$ cat config.mk
export PLATFORM = sky130hd
export DESIGN_NAME = id_ex_pipe
export DESIGN_NICKNAME = d
export VERILOG_FILES = /design/src/rtl/cpu_pkg.sv /design/src/rtl/id_ex_pipe_fwd_unit.sv /design/src/rtl/id_ex_pipe.sv
export SDC_FILE = /design/constraint.sdc
export NUM_CORES = 1
export LEC_CHECK = 0
export ABC_AREA = 1
export BUFFER_PORTS_ARGS = -buffer_cell sky130_fd_sc_hd__buf_2
export CORE_MARGIN = 1.5
export CORE_UTILIZATION = 31
export DETAILED_ROUTE_END_ITERATION = 16
export HOLD_SLACK_MARGIN = 0.1
export PLACE_DENSITY = 0.59
export RECOVER_POWER = 25
export SLEW_MARGIN = 20
export SYNTH_ARGS = -nofsm -noshare
export SYNTH_HDL_FRONTEND = slang
export SYNTH_SLANG_ARGS = --single-unit
$ cat constraint.sdc
create_clock -name clk -period 2.06 [get_ports clk]
set_input_delay 0.618 -clock clk [delete_from_list [all_inputs] [get_ports clk]]
set_output_delay 0.618 -clock clk [all_outputs]
set_load 0.02 [all_outputs]
$ cat src/rtl/cpu_pkg.sv
// Shared constants for the 16-bit pipelined CPU datapath.
// Latency: n/a (declarations only).
// Backpressure: n/a.
//
// Contents:
//   CPU_DW / CPU_RW       default datapath and register-specifier widths
//   CTRL_* indices        bit positions inside the 6-bit control vector
//                         {LdByte, MemOp, MemRead, MemWrite, RegWrite, Halt}
//   FWD_*                 EX operand-mux select encodings
//   BUBBLE_INSTR          instruction word injected for a bubble
package cpu_pkg;

    localparam int CPU_DW = 16;
    localparam int CPU_RW = 4;
    localparam int CTRL_W = 6;

    // Control vector bit positions (MSB first: LdByte .. Halt).
    localparam int CTRL_LDBYTE   = 5;
    localparam int CTRL_MEMOP    = 4;
    localparam int CTRL_MEMREAD  = 3;
    localparam int CTRL_MEMWRITE = 2;
    localparam int CTRL_REGWRITE = 1;
    localparam int CTRL_HALT     = 0;

    // Operand select encodings. 2'b11 is never produced.
    localparam logic [1:0] FWD_REG = 2'b00;
    localparam logic [1:0] FWD_WB  = 2'b01;
    localparam logic [1:0] FWD_MEM = 2'b10;

    localparam logic [15:0] BUBBLE_INSTR = 16'h0000;

    // A load that writes a register: the only producer whose result is
    // not yet available for forwarding when its consumer reaches EX.
    function automatic logic is_reg_load(input logic [CTRL_W-1:0] ctrl);
        return ctrl[CTRL_MEMREAD] & ctrl[CTRL_REGWRITE];
    endfunction

endpackage : cpu_pkg

$ cat src/rtl/id_ex_pipe_fwd_unit.sv
// Forwarding select for one EX source operand.
// Latency: purely combinational.
// Backpressure: none; output follows inputs.
//
// Ports:
//   valid_ex      in  1   EX holds a real instruction
//   src_ex        in  RW  source specifier held in EX
//   rd_mem        in  RW  destination of instruction in MEM
//   regwrite_mem  in  1   MEM instruction writes a register
//   rd_wb         in  RW  destination of instruction in WB
//   regwrite_wb   in  1   WB instruction writes a register
//   fwd_sel       out 2   FWD_MEM / FWD_WB / FWD_REG
module fwd_unit
    import cpu_pkg::*;
#(
    parameter int RW = CPU_RW
) (
    input  logic          valid_ex,
    input  logic [RW-1:0] src_ex,
    input  logic [RW-1:0] rd_mem,
    input  logic          regwrite_mem,
    input  logic [RW-1:0] rd_wb,
    input  logic          regwrite_wb,
    output logic [1:0]    fwd_sel
);

    logic mem_hit;
    logic wb_hit;

    // R0 reads as zero, so a write to R0 is never a forwarding source.
    assign mem_hit = regwrite_mem & (rd_mem != '0) & (rd_mem == src_ex);
    assign wb_hit  = regwrite_wb  & (rd_wb  != '0) & (rd_wb  == src_ex);

    // MEM holds the younger result, so it takes priority over WB.
    always_comb begin
        fwd_sel = FWD_REG;
        if (valid_ex) begin
            if (mem_hit) begin
                fwd_sel = FWD_MEM;
            end else if (wb_hit) begin
                fwd_sel = FWD_WB;
            end
        end
    end

endmodule : fwd_unit

$ cat src/rtl/id_ex_pipe.sv
// ID/EX pipeline register with load-use hazard detection and EX forwarding selects.
// Latency: ID -> EX exactly one cycle; stall_ID / ForwardA / ForwardB combinational.
// Backpressure: freeze holds all state; load-use hazard inserts one bubble and raises stall_ID.
//
// Ports:
//   clk, rst_n                         clock, synchronous active-low reset
//   instr_ID, rd1_ID, rd2_ID, pcs_ID   DW  datapath values from ID
//   rs_ID, rt_ID, rd_ID                RW  register specifiers from ID
//   use_rs_ID, use_rt_ID               1   ID instruction reads rs / rt
//   ctrl_ID                            6   {LdByte, MemOp, MemRead, MemWrite, RegWrite, Halt}
//   flush                              1   kill instruction entering EX
//   freeze                             1   hold all state this cycle
//   rd_MEM, regwrite_MEM               MEM-stage destination and write enable
//   rd_WB, regwrite_WB                 WB-stage destination and write enable
//   instr_EX .. ctrl_EX, valid_EX      registered EX-stage copies
//   ForwardA, ForwardB                 2   rs / rt operand selects
//   stall_ID                           1   load-use hazard, hold PC and IF/ID
module id_ex_pipe
    import cpu_pkg::*;
#(
    parameter int DW = CPU_DW,
    parameter int RW = CPU_RW
) (
    input  logic              clk,
    input  logic              rst_n,
    input  logic [DW-1:0]     instr_ID,
    input  logic [DW-1:0]     rd1_ID,
    input  logic [DW-1:0]     rd2_ID,
    input  logic [DW-1:0]     pcs_ID,
    input  logic [RW-1:0]     rs_ID,
    input  logic [RW-1:0]     rt_ID,
    input  logic [RW-1:0]     rd_ID,
    input  logic              use_rs_ID,
    input  logic              use_rt_ID,
    input  logic [CTRL_W-1:0] ctrl_ID,
    input  logic              flush,
    input  logic              freeze,
    input  logic [RW-1:0]     rd_MEM,
    input  logic              regwrite_MEM,
    input  logic [RW-1:0]     rd_WB,
    input  logic              regwrite_WB,
    output logic [DW-1:0]     instr_EX,
    output logic [DW-1:0]     rd1_EX,
    output logic [DW-1:0]     rd2_EX,
    output logic [DW-1:0]     pcs_EX,
    output logic [RW-1:0]     rs_EX,
    output logic [RW-1:0]     rt_EX,
    output logic [RW-1:0]     rd_EX,
    output logic [CTRL_W-1:0] ctrl_EX,
    output logic              valid_EX,
    output logic [1:0]        ForwardA,
    output logic [1:0]        ForwardB,
    output logic              stall_ID
);

    // Everything that travels from ID into EX, kept as one packed bundle so
    // bubble, hold and load all act on the whole stage uniformly.
    typedef struct packed {
        logic [DW-1:0]     instr;
        logic [DW-1:0]     rd1;
        logic [DW-1:0]     rd2;
        logic [DW-1:0]     pcs;
        logic [RW-1:0]     rs;
        logic [RW-1:0]     rt;
        logic [RW-1:0]     rd;
        logic [CTRL_W-1:0] ctrl;
        logic              valid;
    } ex_stage_t;

    ex_stage_t ex_q;
    ex_stage_t ex_d;
    ex_stage_t id_in;
    ex_stage_t bubble;

    logic hazard_hit;
    logic rs_dep;
    logic rt_dep;
    logic insert_bubble;

    // ------------------------------------------------------------------
    // Load-use hazard: the load in EX has no result until after MEM, so a
    // dependent instruction in ID must wait one cycle. A flush kills the
    // ID instruction anyway, so there is nothing to stall for.
    // ------------------------------------------------------------------
    assign rs_dep = use_rs_ID & (rs_ID == ex_q.rd);
    assign rt_dep = use_rt_ID & (rt_ID == ex_q.rd);

    assign hazard_hit = ex_q.valid
                      & is_reg_load(ex_q.ctrl)
                      & (ex_q.rd != '0)
                      & (rs_dep | rt_dep);

    assign stall_ID      = hazard_hit & ~flush;
    assign insert_bubble = flush | stall_ID;

    // ------------------------------------------------------------------
    // Next-state selection: freeze > bubble > load.
    // ------------------------------------------------------------------
    always_comb begin
        id_in       = '0;
        id_in.instr = instr_ID;
        id_in.rd1   = rd1_ID;
        id_in.rd2   = rd2_ID;
        id_in.pcs   = pcs_ID;
        id_in.rs    = rs_ID;
        id_in.rt    = rt_ID;
        id_in.rd    = rd_ID;
        id_in.ctrl  = ctrl_ID;
        id_in.valid = 1'b1;
    end

    // A bubble clears all control, so RegWrite/MemWrite cannot leak through.
    always_comb begin
        bubble       = '0;
        bubble.instr = DW'(BUBBLE_INSTR);
    end

    always_comb begin
        ex_d = id_in;
        if (freeze) begin
            ex_d = ex_q;
        end else if (insert_bubble) begin
            ex_d = bubble;
        end
    end

    always_ff @(posedge clk) begin
        if (!rst_n) begin
            ex_q <= '0;
        end else begin
            ex_q <= ex_d;
        end
    end

    assign instr_EX = ex_q.instr;
    assign rd1_EX   = ex_q.rd1;
    assign rd2_EX   = ex_q.rd2;
    assign pcs_EX   = ex_q.pcs;
    assign rs_EX    = ex_q.rs;
    assign rt_EX    = ex_q.rt;
    assign rd_EX    = ex_q.rd;
    assign ctrl_EX  = ex_q.ctrl;
    assign valid_EX = ex_q.valid;

    // ------------------------------------------------------------------
    // Forwarding selects for the two EX operands.
    // ------------------------------------------------------------------
    fwd_unit #(
        .RW(RW)
    ) u_fwd_rs (
        .valid_ex     (ex_q.valid),
        .src_ex       (ex_q.rs),
        .rd_mem       (rd_MEM),
        .regwrite_mem (regwrite_MEM),
        .rd_wb        (rd_WB),
        .regwrite_wb  (regwrite_WB),
        .fwd_sel      (ForwardA)
    );

    fwd_unit #(
        .RW(RW)
    ) u_fwd_rt (
        .valid_ex     (ex_q.valid),
        .src_ex       (ex_q.rt),
        .rd_mem       (rd_MEM),
        .regwrite_mem (regwrite_MEM),
        .rd_wb        (rd_WB),
        .regwrite_wb  (regwrite_WB),
        .fwd_sel      (ForwardB)
    );

endmodule : id_ex_pipe

# [Word-level counts from Yosys, hierarchy flattened]
# Cells that the tools add are included.
[op_classes] n_eq_ne=6 n_mux=7 n_bitwise=16 reduce_logical=3
[ops] operator="$mux 83" count=1
[ops] operator="$eq 4x4->1" count=6
[ops] operator="$and 1x1->1" count=13
[ops] operator="$reduce_bool 4->1" count=3
[ops] operator="$mux 2" count=4
[ops] operator="$mux 1" count=2
[ops] operator="$or 1x1->1" count=2
[ops] operator="$not 1->1" count=1
[word_totals] regBits=83 in_bits=98 out_inout_bits=88

# [Depth between registers and ports, before layout]
# Gate-level depths: netlist of run 1.
[depth] depth_word=7 mapped_depth=11 ltp_nobuf=9

# [Cells and area by module]
# A second synthesis of run 1 with hierarchy kept.
[unflattened] cells_unflattened=520 area_unflattened_um2=4207.8
[by_module_without_submodules] module="id_ex_pipe" n_inst=1 cells_per_inst=410 area_per_inst_um2=3764.9
[by_module_without_submodules] module="fwd_unit" n_inst=2 cells_per_inst=55 area_per_inst_um2=221.5

# [Worst setup path before layout of run 1]
# Ideal clock, no wire load.
[synth_timing] path_kind="in2out" from="input rt_ID[3]" to="output stall_ID" arrival_time_ns=1.478 required_time_ns=1.442 slack_ns=-0.036 cell_stages=9 cell_sequence="inv_1 -> nand2_1 -> nand2_1 -> nor2_1 -> nand3_1 -> nand2_1 -> nand2_2 -> buf_2 -> nor2_1"
[synth_between] elab_chain_cells=5
[synth_lines] element="from (decl)" line="id_ex_pipe.sv:31" source="input logic [RW-1:0] rt_ID,"
[synth_lines] element="$eq 4x4->1" line="id_ex_pipe.sv:86" source="assign rt_dep = use_rt_ID & (rt_ID == ex_q.rd);"
[synth_lines] element="$and 1x1->1" line="id_ex_pipe.sv:86"
[synth_lines] element="$or 1x1->1" line="id_ex_pipe.sv:91" source="& (rs_dep | rt_dep);"
[synth_lines] element="$and 1x1->1" line="id_ex_pipe.sv:91"
[synth_lines] element="$and 1x1->1" line="id_ex_pipe.sv:93" source="assign stall_ID = hazard_hit & ~flush;"
[synth_lines] element="to (decl)" line="id_ex_pipe.sv:53" source="output logic stall_ID"
# Every way passes these cells.

# [Worst setup path after layout of run 1]
[layout_timing] from="register ex_q (netlist bit valid_EX)" to="output ForwardA[0]"
[layout_between] elab_chain_cells=1
[layout_lines] element="from (decl)" line="id_ex_pipe.sv:70" source="ex_stage_t ex_q;"
[layout_lines] element="from (signal assigned)" line="id_ex_pipe.sv:129" source="ex_q <= '0;"
[layout_lines] element="from (signal assigned)" line="id_ex_pipe.sv:131" source="ex_q <= ex_d;"
[layout_lines] element="$mux 2" line="id_ex_pipe_fwd_unit.sv:37" source="if (valid_ex) begin"
[layout_lines] element="to (decl)" line="id_ex_pipe.sv:51" source="output logic [1:0] ForwardA,"
# Every way passes these cells.

==> results of run 1 <==
[cell usage in the layout, fill, tap and decap left out, types with 12 or more instances in the layout]
cell type    n
nand3_2     61
a21oi_1     23
nand2_1    102
nand3_1     26
clkbuf_1    42
buf_4       19
dfxtp_1     71
nor2_1      12
buf_2      133
a21oi_2     61
[sequential cells by signal (all words and copies together), names as in the netlist]
| name | count |
|---|---|
| ctrl_EX | 6 |
| instr_EX | 16 |
| pcs_EX | 16 |
| rd1_EX | 16 |
| rd2_EX | 16 |
| rd_EX | 4 |
| rs_EX | 4 |
| rt_EX | 4 |
| valid_EX | 1 |
[how the worst max path moves through the flow]
stage	end	slack [ps]	cells past startpoint
global route	ForwardA[0]	-140	6
detailed placement	ForwardB[0]	-170	7
finish	ForwardA[0]	-70	6
global placement	ForwardB[0]	-130	7
floorplan	stall_ID	50	9
CTS	ForwardB[0]	-30	5
[stage by stage]
stage / TNS, ps / cells
final: -127 / 812
after global routing: -314 / 812
after CTS: -31.7 / 810
after detailed placement: -252 / 790
after global placement: -132 / 790
after floorplan: 0 / 454
[Yosys cell counts]
| cell | instances |
|---|---|
| clkbuf_1 | 18 |
| nor3_1 | 2 |
| a21oi_2 | 60 |
| buf_12 | 7 |
| inv_2 | 2 |
| and2_1 | 2 |
| nand2_1 | 106 |
| xor2_1 | 7 |
| dfxtp_1 | 83 |
| inv_1 | 13 |
| o2111ai_1 | 1 |
| a21oi_1 | 24 |
| a31oi_1 | 1 |
| nor3b_1 | 1 |
| nand3_1 | 27 |
| buf_1 | 2 |
| nor2_1 | 16 |
| nand4_1 | 1 |
| o21ai_0 | 3 |
| buf_2 | 9 |
| nand3_2 | 60 |
| xnor2_1 | 7 |
| nor4_1 | 1 |
| nand2_2 | 1 |
[repair_timing]
| action | in CTS | in global routing |
|---|---|---|
| setup buffers | 4 | 2 |
| setup endpoints to repair | 3 | 5 |
| pin swaps | 5 | 6 |
| hold buffers | 0 | 0 |
| resized for setup | 34 | 21 |
[layout make-up]
type | count | area (sq um) | area share
inverter | 15 | 63.8 | 0.0115
multi-input combinational | 320 | 2120 | 0.381
clock inverter | 4 | 72.6 | 0.0130
sequential | 83 | 1690 | 0.303
tap | 172 | 215 | 0.0387
clock buffer | 12 | 256 | 0.0461
timing repair buffer | 206 | 1150 | 0.207
[worst max-delay path, stage by stage (launching register included)]
cell	delay (ps)
dfxtp_4	390
inv_4	50
a21oi_2	120
o2111ai_2	150
nor3_2	190
and2_1	160
buf_6	120
[power breakdown]
group | leakage [uW] | internal [uW] | switching [uW]
clock | 0.000159 | 1130 | 640
sequential | 0.000684 | 1670 | 43.0
combinational | 0.00138 | 234 | 342
total | 0.00222 | 3030 | 1030
[metal layers]
metal / share of wire / up-vias / wire, um
li1: - / 1873 / -
met2: 0.48 / 122 / 5340
met1: 0.44 / 1736 / 4920
met4: 0.020 / 0 / 226
met5: 0 / - / 0
met3: 0.056 / 15 / 617
[kinds of logic (layout without fill, tap and decap cells)]
group           count (synthesis)  in the layout  share of synthesized area
buf+inv                        51            237                     0.0788
xor+xnor                       14             14                     0.0305
compound gates                 89             89                      0.168
simple gates                  217            217                      0.309
flops                          83             83                      0.413
==> report_table.html, run 1 <==
<table>
<tr><th>Metric</th><th>Value</th></tr>
<tr><th colspan="2">Outcome</th></tr>
<tr><td>Outcome</td><td>finished, violations left</td></tr>
<tr><td>Violations in the final reports</td><td>negative setup slack</td></tr>
<tr><th colspan="2">Detailed routing</th></tr>
<tr><td>Vias per inst</td><td>4.61</td></tr>
<tr><td>Drt drc</td><td>0</td></tr>
<tr><td>Total number of vias</td><td>roughly 3700</td></tr>
<tr><td>Detailed Route Iter0 Violations</td><td>136</td></tr>
<tr><td>Wire length after detailed routing</td><td>11100 um</td></tr>
<tr><td>Antenna Nets Post-Route</td><td>0</td></tr>
<tr><td>Number of detailed-routing iterations run before antenna repair</td><td>4</td></tr>
<tr><td>Average wire per cell in the routed design</td><td>13.7 um</td></tr>
<tr><th colspan="2">Yosys</th></tr>
<tr><td>Largest cells by area after synthesis</td><td>dfxtp_1 (41%), nand3_2 (15%), a21oi_2 (13%)</td></tr>
<tr><td>Synthesized area per cell</td><td>8.85 sq um</td></tr>
<tr><td>Sequential-to-total area share from yosys stat</td><td>0.413</td></tr>
<tr><td>Number of standard cells after synthesis</td><td>454</td></tr>
<tr><td>Post-Syn Area</td><td>0.00402 sq mm</td></tr>
<tr><td>Number of distinct library cells after synthesis</td><td>24</td></tr>
<tr><td>Ys Warns</td><td>0</td></tr>
<tr><td>Number of nets produced by synthesis</td><td>approximately 550</td></tr>
<tr><td>Number of synthesized register bits</td><td>83</td></tr>
<tr><td>Area leader, netlist</td><td>dfxtp_1</td></tr>
<tr><td>Synth top area share</td><td>0.413</td></tr>
<tr><th colspan="2">Placement</th></tr>
<tr><td>Post-DP HPWL</td><td>approximately 7500 um</td></tr>
<tr><td>Total cell area at the placement stage</td><td>0.00509 sq mm</td></tr>
<tr><td>RD Place Congestion</td><td>0.731</td></tr>
<tr><td>Setup slack at placement</td><td>-174 ps</td></tr>
<tr><td>Port Buffers</td><td>roughly 190</td></tr>
<tr><th colspan="2">Timing</th></tr>
<tr><td>Worst-case setup margin in the final layout</td><td>-70.7 ps</td></tr>
<tr><td>Min cycle time layout</td><td>~2100 ps</td></tr>
<tr><td>Max Clock Skew</td><td>5.76 ps</td></tr>
<tr><td>Transition time of the tightest slew-check pin</td><td>about 530 ps</td></tr>
<tr><td>Max transition margin</td><td>0.650</td></tr>
<tr><td>Timing-limited maximum frequency</td><td>approximately 0.47 GHz</td></tr>
<tr><td>Final-report max-slew violation count</td><td>0</td></tr>
<tr><td>Final Setup Violations</td><td>3</td></tr>
<tr><td>Final hold vios</td><td>0</td></tr>
<tr><td>Worst hold-check slack</td><td>455 ps</td></tr>
<tr><td>Final Cycle Share</td><td>1.03</td></tr>
<tr><td>RSZ-0062 raised after global routing</td><td>true</td></tr>
<tr><th colspan="2">Floorplan</th></tr>
<tr><td>Die H</td><td>117 um</td></tr>
<tr><td>Overall die width</td><td>117 um</td></tr>
<tr><td>Area enclosed by the die boundary</td><td>0.0137 sq mm</td></tr>
<tr><td>Total number of placement rows</td><td>41</td></tr>
<tr><td>Ports</td><td>186</td></tr>
<tr><td>Starting utilization of the core area</td><td>0.318</td></tr>
<tr><td>Area of the core region</td><td>0.0126 sq mm</td></tr>
<tr><th colspan="2">Critical path</th></tr>
<tr><td>R2R Path Start</td><td>rd_EX[0]</td></tr>
<tr><td>Worst R2R End</td><td>rd1_EX[15]</td></tr>
<tr><td>Arrival time worst endpoint</td><td>1510 ps</td></tr>
<tr><td>Category of the worst setup path launch point</td><td>flip-flop</td></tr>
<tr><td>Worst Path Max Fanout</td><td>4</td></tr>
<tr><td>Crit path required time</td><td>1440 ps</td></tr>
<tr><td>Kind of end point of the critical path</td><td>primary output</td></tr>
<tr><td>Number of cell instances on the worst register-to-register path</td><td>10</td></tr>
<tr><td>Setup Crit Path Kind</td><td>flip-flop to primary output</td></tr>
<tr><td>Origin of the worst setup path</td><td>valid_EX</td></tr>
<tr><td>Reg2reg setup slack</td><td>460 ps</td></tr>
<tr><th colspan="2">GRT</th></tr>
<tr><td>Via count of the first global-routing pass</td><td>roughly 3500</td></tr>
<tr><td>Met1 routing resource usage after global routing</td><td>0.175</td></tr>
<tr><td>Most crowded layer after global routing</td><td>met2</td></tr>
<tr><td>Antenna violations before repair</td><td>0</td></tr>
<tr><td>First-pass GRT wire length</td><td>approximately 16000 um</td></tr>
<tr><td>Global-route usage over all layers</td><td>0.153</td></tr>
<tr><td>Met3 Track Usage GR</td><td>0.0319</td></tr>
<tr><td>Gr ovfl total</td><td>0</td></tr>
<tr><td>Global-route met2 utilization</td><td>0.272</td></tr>
<tr><td>Maximum number of pins on one net before global-route repair</td><td>84</td></tr>
<tr><th colspan="2">Finish</th></tr>
<tr><td>Inserted Diodes</td><td>0</td></tr>
<tr><td>Cell area after layout</td><td>0.00557 sq mm</td></tr>
<tr><td>Layout cells sized above 1</td><td>0.523</td></tr>
<tr><td>Fin nets</td><td>733</td></tr>
<tr><td>Final core utilization</td><td>0.441</td></tr>
<tr><td>Number of filler cells placed in the layout</td><td>between 1000 and 1500</td></tr>
<tr><td>Layout Area Growth over Synthesis</td><td>38.5%</td></tr>
<tr><th colspan="2">Power and ir drop</th></tr>
<tr><td>Static power due to leakage</td><td>~0.0022 uW</td></tr>
<tr><td>Total power</td><td>between 4000 and 5000 uW</td></tr>
<tr><td>Power density cells</td><td>around 730 mW/mm^2</td></tr>
<tr><td>Peak VDD IR</td><td>0.294 mV</td></tr>
<tr><th colspan="2">Clock tree</th></tr>
<tr><td>Clock tree from TritonCTS</td><td>done</td></tr>
<tr><td>TritonCTS buffer count</td><td>9</td></tr>
<tr><td>Buffers from clock root to sink, at most</td><td>2</td></tr>
<tr><td>H-Tree Depth</td><td>3</td></tr>
<tr><td>Clock transition at the register clock pins on the worst setup and hold paths after CTS</td><td>around 60 ps</td></tr>
<tr><td>Clk sink count</td><td>83</td></tr>
<tr><td>Root cell of the clock tree</td><td>clkbuf_16</td></tr>
<tr><td>Insertion delay to the later sink of the worst-skew pair</td><td>approximately 340 ps</td></tr>
<tr><th colspan="2">Min path</th></tr>
<tr><td>Hold Path Sink</td><td>rd1_EX[0]</td></tr>
<tr><td>Hold Crit Start</td><td>rd1_EX[0]</td></tr>
<tr><td>Hold Path Stages</td><td>2</td></tr>
<tr><td>Path class of the lowest-slack min-delay path</td><td>flip-flop to flip-flop</td></tr>
<tr><th colspan="2">Run</th></tr>
<tr><td>MaxCap Viol Count</td><td>0</td></tr>
</table>
Note: power is estimated with default switching activity, not from simulation.
==> run 2: changes to the inputs <==
- REMOVE_ABC_BUFFERS: not set -> 1
==> report_table.html, run 2 (synthesis gave the netlist of run 1 again) <==
<table>
<tr><th>Metric</th><th>Value</th></tr>
<tr><th colspan="2">Finish</th></tr>
<tr><td>Commonest cells after routing, fill and taps aside</td><td>buf_2 (143), nand2_1 (103), dfxtp_1 (72), a21oi_2 (61), nand3_2 (58)</td></tr>
<tr><td>Layout Area Growth over Synthesis</td><td>36.7%</td></tr>
<tr><td>Final core utilization</td><td>0.435 (-0.00575)</td></tr>
<tr><td>Number of filler cells placed in the layout</td><td>1288 (+1.3%)</td></tr>
<tr><td>Layout cells sized above 1</td><td>0.522 (-0.00142)</td></tr>
<tr><td>Fin nets</td><td>729 (-0.55%)</td></tr>
<tr><td>Cell area after layout</td><td>0.00550 sq mm (-1.3%)</td></tr>
<tr><td>Most frequent standard cell in the layout excluding fill and tap cells</td><td>buf_2</td></tr>
<tr><th colspan="2">Power and ir drop</th></tr>
<tr><td>Peak VDD IR</td><td>0.291 mV (-1.1%)</td></tr>
<tr><td>Reg power frac</td><td>0.440 (+0.018)</td></tr>
<tr><td>Switching part of the total</td><td>0.269 (+0.0162)</td></tr>
<tr><td>Net switching power figure</td><td>1040 uW (+1.9%)</td></tr>
<tr><td>Proportion of power drawn by the clock network</td><td>0.413 (-0.023)</td></tr>
<tr><td>Proportion of power drawn by combinational gates</td><td>0.147 (+0.005)</td></tr>
<tr><td>Power density cells</td><td>706 mW/mm^2 (-3.0%)</td></tr>
<tr><td>Static power due to leakage</td><td>0.00222 uW (about the same)</td></tr>
<tr><td>Internal power</td><td>2840 uW (-6.3%)</td></tr>
<tr><th colspan="2">Detailed routing</th></tr>
<tr><td>Average wire per cell in the routed design</td><td>13.7 um (+0.21%)</td></tr>
<tr><td>Number of detailed-routing iterations run before antenna repair</td><td>4 (unchanged)</td></tr>
<tr><td>Drt drc</td><td>0 (unchanged)</td></tr>
<tr><td>Antenna Nets Post-Route</td><td>0 (unchanged)</td></tr>
<tr><td>Total number of vias</td><td>3771 (+0.67%)</td></tr>
<tr><td>Wire length after detailed routing</td><td>11100 um (-0.16%)</td></tr>
<tr><td>Detailed Route Iter0 Violations</td><td>165 (+21%)</td></tr>
<tr><td>Vias per inst</td><td>4.66 (+1.0%)</td></tr>
<tr><th colspan="2">Floorplan</th></tr>
<tr><td>Overall die width</td><td>117 um (unchanged)</td></tr>
<tr><td>Total number of placement rows</td><td>41 (unchanged)</td></tr>
<tr><td>Starting utilization of the core area</td><td>0.318 (unchanged)</td></tr>
<tr><td>Die H</td><td>117 um (unchanged)</td></tr>
<tr><td>Area enclosed by the die boundary</td><td>0.0137 sq mm (unchanged)</td></tr>
<tr><td>Ports</td><td>186 (unchanged)</td></tr>
<tr><td>Area of the core region</td><td>0.0126 sq mm (unchanged)</td></tr>
<tr><th colspan="2">Critical path</th></tr>
<tr><td>Kind of end point of the critical path</td><td>primary output</td></tr>
<tr><td>Setup Crit Path Kind</td><td>input pin to primary output</td></tr>
<tr><td>Category of the worst setup path launch point</td><td>input pin</td></tr>
<tr><td>Crit path required time</td><td>1440 ps (about the same)</td></tr>
<tr><td>Arrival time worst endpoint</td><td>1520 ps (about the same)</td></tr>
<tr><td>Worst Path Max Fanout</td><td>3 (-1)</td></tr>
<tr><th colspan="2">Outcome</th></tr>
<tr><td>Outcome</td><td>finished, violations left</td></tr>
<tr><td>Violations in the final reports</td><td>negative setup slack</td></tr>
<tr><th colspan="2">GRT</th></tr>
<tr><td>Global-route usage over all layers</td><td>0.161 (+0.00799)</td></tr>
<tr><td>Maximum number of pins on one net before global-route repair</td><td>84 (unchanged)</td></tr>
<tr><td>Gr ovfl total</td><td>0 (unchanged)</td></tr>
<tr><td>First-pass GRT wire length</td><td>17300 um (+6.5%)</td></tr>
<tr><td>Antenna violations before repair</td><td>0 (unchanged)</td></tr>
<tr><td>Via count of the first global-routing pass</td><td>3649 (+4.9%)</td></tr>
<tr><th colspan="2">Timing</th></tr>
<tr><td>Final-report max-slew violation count</td><td>0 (unchanged)</td></tr>
<tr><td>Final Cycle Share</td><td>1.04 (+0.00252)</td></tr>
<tr><td>Max transition margin</td><td>0.644 (-0.00579)</td></tr>
<tr><td>Min cycle time layout</td><td>2140 ps (+5.20 ps)</td></tr>
<tr><td>Worst hold-check slack</td><td>460 ps (+4.59 ps)</td></tr>
<tr><td>Timing-limited maximum frequency</td><td>0.468 GHz (-0.24%)</td></tr>
<tr><td>Worst-case setup margin in the final layout</td><td>-75.9 ps (-5.20 ps)</td></tr>
<tr><td>Final hold vios</td><td>0 (unchanged)</td></tr>
<tr><td>Transition time of the tightest slew-check pin</td><td>534 ps (+8.68 ps)</td></tr>
<tr><td>Final Setup Violations</td><td>2 (-1)</td></tr>
<tr><td>RSZ-0062 raised after global routing</td><td>true</td></tr>
<tr><td>Max Clock Skew</td><td>7.95 ps (+2.20 ps)</td></tr>
<tr><th colspan="2">Clock tree</th></tr>
<tr><td>Insertion delay to the later sink of the worst-skew pair</td><td>340 ps (about the same)</td></tr>
<tr><td>Clk sink count</td><td>83 (unchanged)</td></tr>
<tr><td>Clock tree from TritonCTS</td><td>done</td></tr>
<tr><td>H-Tree Depth</td><td>3 (unchanged)</td></tr>
<tr><td>Root cell of the clock tree</td><td>clkbuf_16</td></tr>
<tr><td>Clock transition at the register clock pins on the worst setup and hold paths after CTS</td><td>60 ps (about the same)</td></tr>
<tr><td>Buffers from clock root to sink, at most</td><td>2 (unchanged)</td></tr>
<tr><td>TritonCTS buffer count</td><td>9 (unchanged)</td></tr>
<tr><th colspan="2">Run</th></tr>
<tr><td>MaxCap Viol Count</td><td>0 (unchanged)</td></tr>
<tr><th colspan="2">Placement</th></tr>
<tr><td>Total cell area at the placement stage</td><td>0.00511 sq mm (+0.34%)</td></tr>
<tr><td>Post-DP HPWL</td><td>7430 um (-0.23%)</td></tr>
<tr><td>Setup slack at placement</td><td>-103 ps (+70.9 ps)</td></tr>
<tr><td>Port Buffers</td><td>185 (unchanged)</td></tr>
<tr><td>RD Place Congestion</td><td>0.711 (-2.8%)</td></tr>
<tr><th colspan="2">Min path</th></tr>
<tr><td>Path class of the lowest-slack min-delay path</td><td>flip-flop to flip-flop</td></tr>
</table>
## run 2: cell types whose count changed in the layout (fill, tap and decap cells not counted), moves of 2 or more
cell / before / now
buf_2: 133 / 143
buf_4: 19 / 13
clkbuf_1: 42 / 33
clkbuf_8: 2 / 0
dfxtp_2: 8 / 5
dfxtp_4: 4 / 6
nand3_1: 26 / 29
nand3_2: 61 / 58
## run 2: worst paths after layout
check             from     endpoint  slack [ps]  cells past startpoint
min reg2reg  rd1_EX[6]    rd1_EX[6]         460                      2
min          rd1_EX[6]    rd1_EX[6]         460                      2
max reg2reg   rd_EX[0]   rd1_EX[11]         230                     11
max           rd_WB[3]  ForwardB[0]         -80                      7
## run 2: power by group through the flow
stage | registers, uW | logic, uW | clock network (uW)
final | 1710 | 570 | 1600
after CTS | 1710 | 577 | 1660
after detailed placement | 1740 | 565 | 0
after global placement | 1740 | 554 | 0
after global routing | 1710 | 623 | 1730
after floorplan | 1820 | 227 | 0
## run 2: critical path: stages
cell	delay, ps
buf_6	100
inv_4	50
o21ai_0	100
nor3_2	210
nor3b_2	180
and2_1	140
buf_4	130
## run 2: final cells by class
| cell class | instances | area (sq um) | area share |
|---|---|---|---|
| multi-input cells | 320 | 2090 | 0.381 |
| clock inverters | 6 | 63.8 | 0.0116 |
| flip-flops and latches | 83 | 1690 | 0.308 |
| diodes | 1 | 2.50 | 0.000455 |
| clock buffers | 10 | 229 | 0.0417 |
| well taps | 172 | 215 | 0.0392 |
| inverters | 15 | 63.8 | 0.0116 |
| repair buffers | 202 | 1140 | 0.207 |
## run 2: metal layers
metal  vias to the layer above  global-route usage  share of wire
met4                         0              0.0707          0.016
li1                       1869                   -              -
met5                         -                   0              0
met3                        12              0.0479          0.068
met2                       122               0.281           0.49
met1                      1768               0.181           0.42
## run 2: repair_timing
action	in CTS	in global routing
hold buffers	0	0
endpoints found under the setup margin	3	5
pin swaps	8	10
buffers inserted	1	0
resized for setup	32	19
## run 2: stage by stage
stage / TNS (ps) / total power, uW / cells
6_report: -98.5 / 3880 / 809
3_5_place_dp: -244 / 2310 / 791
2_1_floorplan: -271000 / 2040 / 418
3_3_place_gp: -157 / 2300 / 791
4_1_cts: -69.2 / 3940 / 808
5_1_grt: -337 / 4060 / 808
==> run 3: changes to the inputs <==
- CTS_CLUSTER_DIAMETER: not set -> 150
- PLACE_DENSITY: 0.59 -> 0.69
==> report_table.html, run 3 (synthesis gave the netlist of run 1 again) <==
<table>
<tr><th>Metric</th><th>Value</th></tr>
<tr><th colspan="2">GRT</th></tr>
<tr><td>Global-route usage over all layers</td><td>0.155 (-0.00545)</td></tr>
<tr><td>Via count of the first global-routing pass</td><td>3381 (-7.3%)</td></tr>
<tr><td>First-pass GRT wire length</td><td>16600 um (-4.1%)</td></tr>
<tr><td>Antenna violations before repair</td><td>0 (unchanged)</td></tr>
<tr><td>Gr ovfl total</td><td>0 (unchanged)</td></tr>
<tr><td>Maximum number of pins on one net before global-route repair</td><td>84 (unchanged)</td></tr>
<tr><th colspan="2">Detailed routing</th></tr>
<tr><td>Detailed Route Iter0 Violations</td><td>176 (+6.7%)</td></tr>
<tr><td>Number of detailed-routing iterations run before antenna repair</td><td>4 (unchanged)</td></tr>
<tr><td>Wire length after detailed routing</td><td>11000 um (-0.37%)</td></tr>
<tr><td>Average wire per cell in the routed design</td><td>13.6 um (-1.1%)</td></tr>
<tr><td>Total number of vias</td><td>3783 (+0.32%)</td></tr>
<tr><td>Antenna Nets Post-Route</td><td>0 (unchanged)</td></tr>
<tr><td>Vias per inst</td><td>4.64 (-0.42%)</td></tr>
<tr><td>Drt drc</td><td>0 (unchanged)</td></tr>
<tr><th colspan="2">Finish</th></tr>
<tr><td>Commonest cells after routing, fill and taps aside</td><td>buf_2 (132), nand2_1 (103), dfxtp_1 (70), a21oi_2 (61), nand3_2 (60)</td></tr>
<tr><td>Layout Area Growth over Synthesis</td><td>40.3%</td></tr>
<tr><td>Most frequent standard cell in the layout excluding fill and tap cells</td><td>buf_2</td></tr>
<tr><td>Number of filler cells placed in the layout</td><td>1302 (+1.1%)</td></tr>
<tr><td>Fin nets</td><td>736 (+0.96%)</td></tr>
<tr><td>Final core utilization</td><td>0.447 (+0.0115)</td></tr>
<tr><td>Layout cells sized above 1</td><td>0.527 (+0.00520)</td></tr>
<tr><td>Inserted Diodes</td><td>0 (-1)</td></tr>
<tr><th colspan="2">Power and ir drop</th></tr>
<tr><td>Peak VDD IR</td><td>0.408 mV (+40%)</td></tr>
<tr><td>Power density cells</td><td>714 mW/mm^2 (+1.1%)</td></tr>
<tr><td>Static power due to leakage</td><td>0.00226 uW (+2.0%)</td></tr>
<tr><th colspan="2">Floorplan</th></tr>
<tr><td>Area of the core region</td><td>0.0126 sq mm (unchanged)</td></tr>
<tr><td>Total number of placement rows</td><td>41 (unchanged)</td></tr>
<tr><td>Area enclosed by the die boundary</td><td>0.0137 sq mm (unchanged)</td></tr>
<tr><td>Overall die width</td><td>117 um (unchanged)</td></tr>
<tr><td>Ports</td><td>186 (unchanged)</td></tr>
<tr><td>Starting utilization of the core area</td><td>0.318 (unchanged)</td></tr>
<tr><td>Die H</td><td>117 um (unchanged)</td></tr>
<tr><th colspan="2">Clock tree</th></tr>
<tr><td>Root cell of the clock tree</td><td>clkbuf_16</td></tr>
<tr><td>Count of hold buffers inserted by post-cts repair</td><td>0 (unchanged)</td></tr>
<tr><td>Clock transition at the register clock pins on the worst setup and hold paths after CTS</td><td>60 ps (about the same)</td></tr>
<tr><td>Insertion delay to the later sink of the worst-skew pair</td><td>340 ps (about the same)</td></tr>
<tr><td>H-Tree Depth</td><td>3 (unchanged)</td></tr>
<tr><td>TritonCTS buffer count</td><td>9 (unchanged)</td></tr>
<tr><td>Buffers from clock root to sink, at most</td><td>2 (unchanged)</td></tr>
<tr><td>Clock tree from TritonCTS</td><td>done</td></tr>
<tr><td>Clk sink count</td><td>83 (unchanged)</td></tr>
<tr><th colspan="2">Critical path</th></tr>
<tr><td>Ordered list of cells on the worst path</td><td>buf_2 &gt; inv_1 &gt; nand2_1 &gt; nand2_1 &gt; nor2_1 &gt; nand3_1 &gt; nand2_2 &gt; nand2_4 &gt; nor2_1 &gt; buf_4</td></tr>
<tr><td>Standard cell with the maximum stage delay on the critical path</td><td>buf_4</td></tr>
<tr><td>Crit path required time</td><td>1440 ps (about the same)</td></tr>
<tr><td>Kind of end point of the critical path</td><td>primary output</td></tr>
<tr><td>Worst stage delay on the critical path</td><td>150 ps (-60 ps)</td></tr>
<tr><td>Category of the worst setup path launch point</td><td>input pin</td></tr>
<tr><td>Setup Crit Path Kind</td><td>input pin to primary output</td></tr>
<tr><td>Worst Path Max Fanout</td><td>3 (unchanged)</td></tr>
<tr><td>Arrival time worst endpoint</td><td>1480 ps (-40 ps)</td></tr>
<tr><th colspan="2">Timing</th></tr>
<tr><td>RSZ-0062 raised after global routing</td><td>true</td></tr>
<tr><td>Aggregate negative setup slack</td><td>-102 ps (-3.72 ps)</td></tr>
<tr><td>Worst-case setup margin in the final layout</td><td>-42.3 ps (+33.6 ps)</td></tr>
<tr><td>Timing-limited maximum frequency</td><td>0.476 GHz (+1.6%)</td></tr>
<tr><td>Final hold vios</td><td>0 (unchanged)</td></tr>
<tr><td>Transition time of the tightest slew-check pin</td><td>406 ps (-128 ps)</td></tr>
<tr><td>Max Clock Skew</td><td>8.78 ps (+0.830 ps)</td></tr>
<tr><td>Min cycle time layout</td><td>2100 ps (-33.6 ps)</td></tr>
<tr><td>Max transition margin</td><td>0.728 (+0.0844)</td></tr>
<tr><td>Final Setup Violations</td><td>3 (+1)</td></tr>
<tr><td>Final Cycle Share</td><td>1.02 (-0.0163)</td></tr>
<tr><td>Final-report max-slew violation count</td><td>0 (unchanged)</td></tr>
<tr><th colspan="2">Placement</th></tr>
<tr><td>RD Place Congestion</td><td>0.796 (+12%)</td></tr>
<tr><td>Port Buffers</td><td>185 (unchanged)</td></tr>
<tr><td>Post-DP HPWL</td><td>7450 um (+0.15%)</td></tr>
<tr><th colspan="2">Min path</th></tr>
<tr><td>Path class of the lowest-slack min-delay path</td><td>flip-flop to flip-flop</td></tr>
<tr><th colspan="2">Outcome</th></tr>
<tr><td>Violations in the final reports</td><td>negative setup slack</td></tr>
<tr><td>Outcome</td><td>finished, violations left</td></tr>
<tr><th colspan="2">Run</th></tr>
<tr><td>MaxCap Viol Count</td><td>0 (unchanged)</td></tr>
</table>
-- run 3: cell count changes in the layout (fill, tap and decap cells not counted), sizes merged --
cell,before,now
bufinv,1,2
buf,169,168
clkinv,2,3
clkbuf,43,51
diode,1,0
clkinvlp,2,0
-- run 3: worst max-delay path: cells and delay by family --
family / cells / cell delay [ps]
and+or+nand+nor: 7 / 580
buffers and inverters: 3 / 290
-- run 3: worst paths after layout --
| check | from | end | slack, ps | cells past startpoint |
|---|---|---|---|---|
| hold reg to reg | rd2_EX[10] | rd2_EX[10] | 460 | 2 |
| setup / recovery | rt_ID[2] | stall_ID | -40 | 10 |
| hold / removal | rd2_EX[10] | rd2_EX[10] | 460 | 2 |
| setup reg to reg | rd_EX[1] | rd_EX[1] | 440 | 11 |
-- run 3: final cells by class --
cell class | instances | area [sq um] | area share
tap | 172 | 215 | 0.0382
inverter | 15 | 63.8 | 0.0113
clock buffer | 10 | 229 | 0.0406
clock inverter | 6 | 87.6 | 0.0155
sequential | 83 | 1700 | 0.301
timing repair buffer | 209 | 1220 | 0.217
multi-input combinational | 320 | 2120 | 0.376
-- run 3: repair_timing --
| item | in CTS | in global routing |
|---|---|---|
| pin swaps | 9 | 11 |
| gates resized for setup | 40 | 26 |
| buffers inserted | 3 | 2 |
| setup endpoints to repair | 3 | 5 |
-- run 3: where the power goes --
group / switching [uW] / total [uW] / internal [uW]
clock network: 662 / 1730 / 1060
logic: 346 / 597 / 252
registers: 41.6 / 1700 / 1660
total: 1050 / 4030 / 2980
-- run 3: routing by layer --
metal / part of all wire / wire length (um) / track usage / vias to the layer above
met5: 0 / 0 / 0 / -
met3: 0.067 / 741 / 0.0613 / 12
met2: 0.49 / 5390 / 0.252 / 113
met1: 0.43 / 4760 / 0.190 / 1768
met4: 0.014 / 150 / 0.0474 / 0
li1: - / - / - / 1890
-- run 3: through the flow --
stage	worst slack, ps	cells	total power [uW]	area, sq um	hold WS [ps]
final	-42.3	815	4030	5640	461
after global routing	-103	815	4210	5640	484
after CTS	-25.1	813	4080	5590	463
after detailed placement	-136	794	2320	5140	453
after global placement	-109	794	2310	5140	451
after floorplan	-3290	418	2040	3760	533
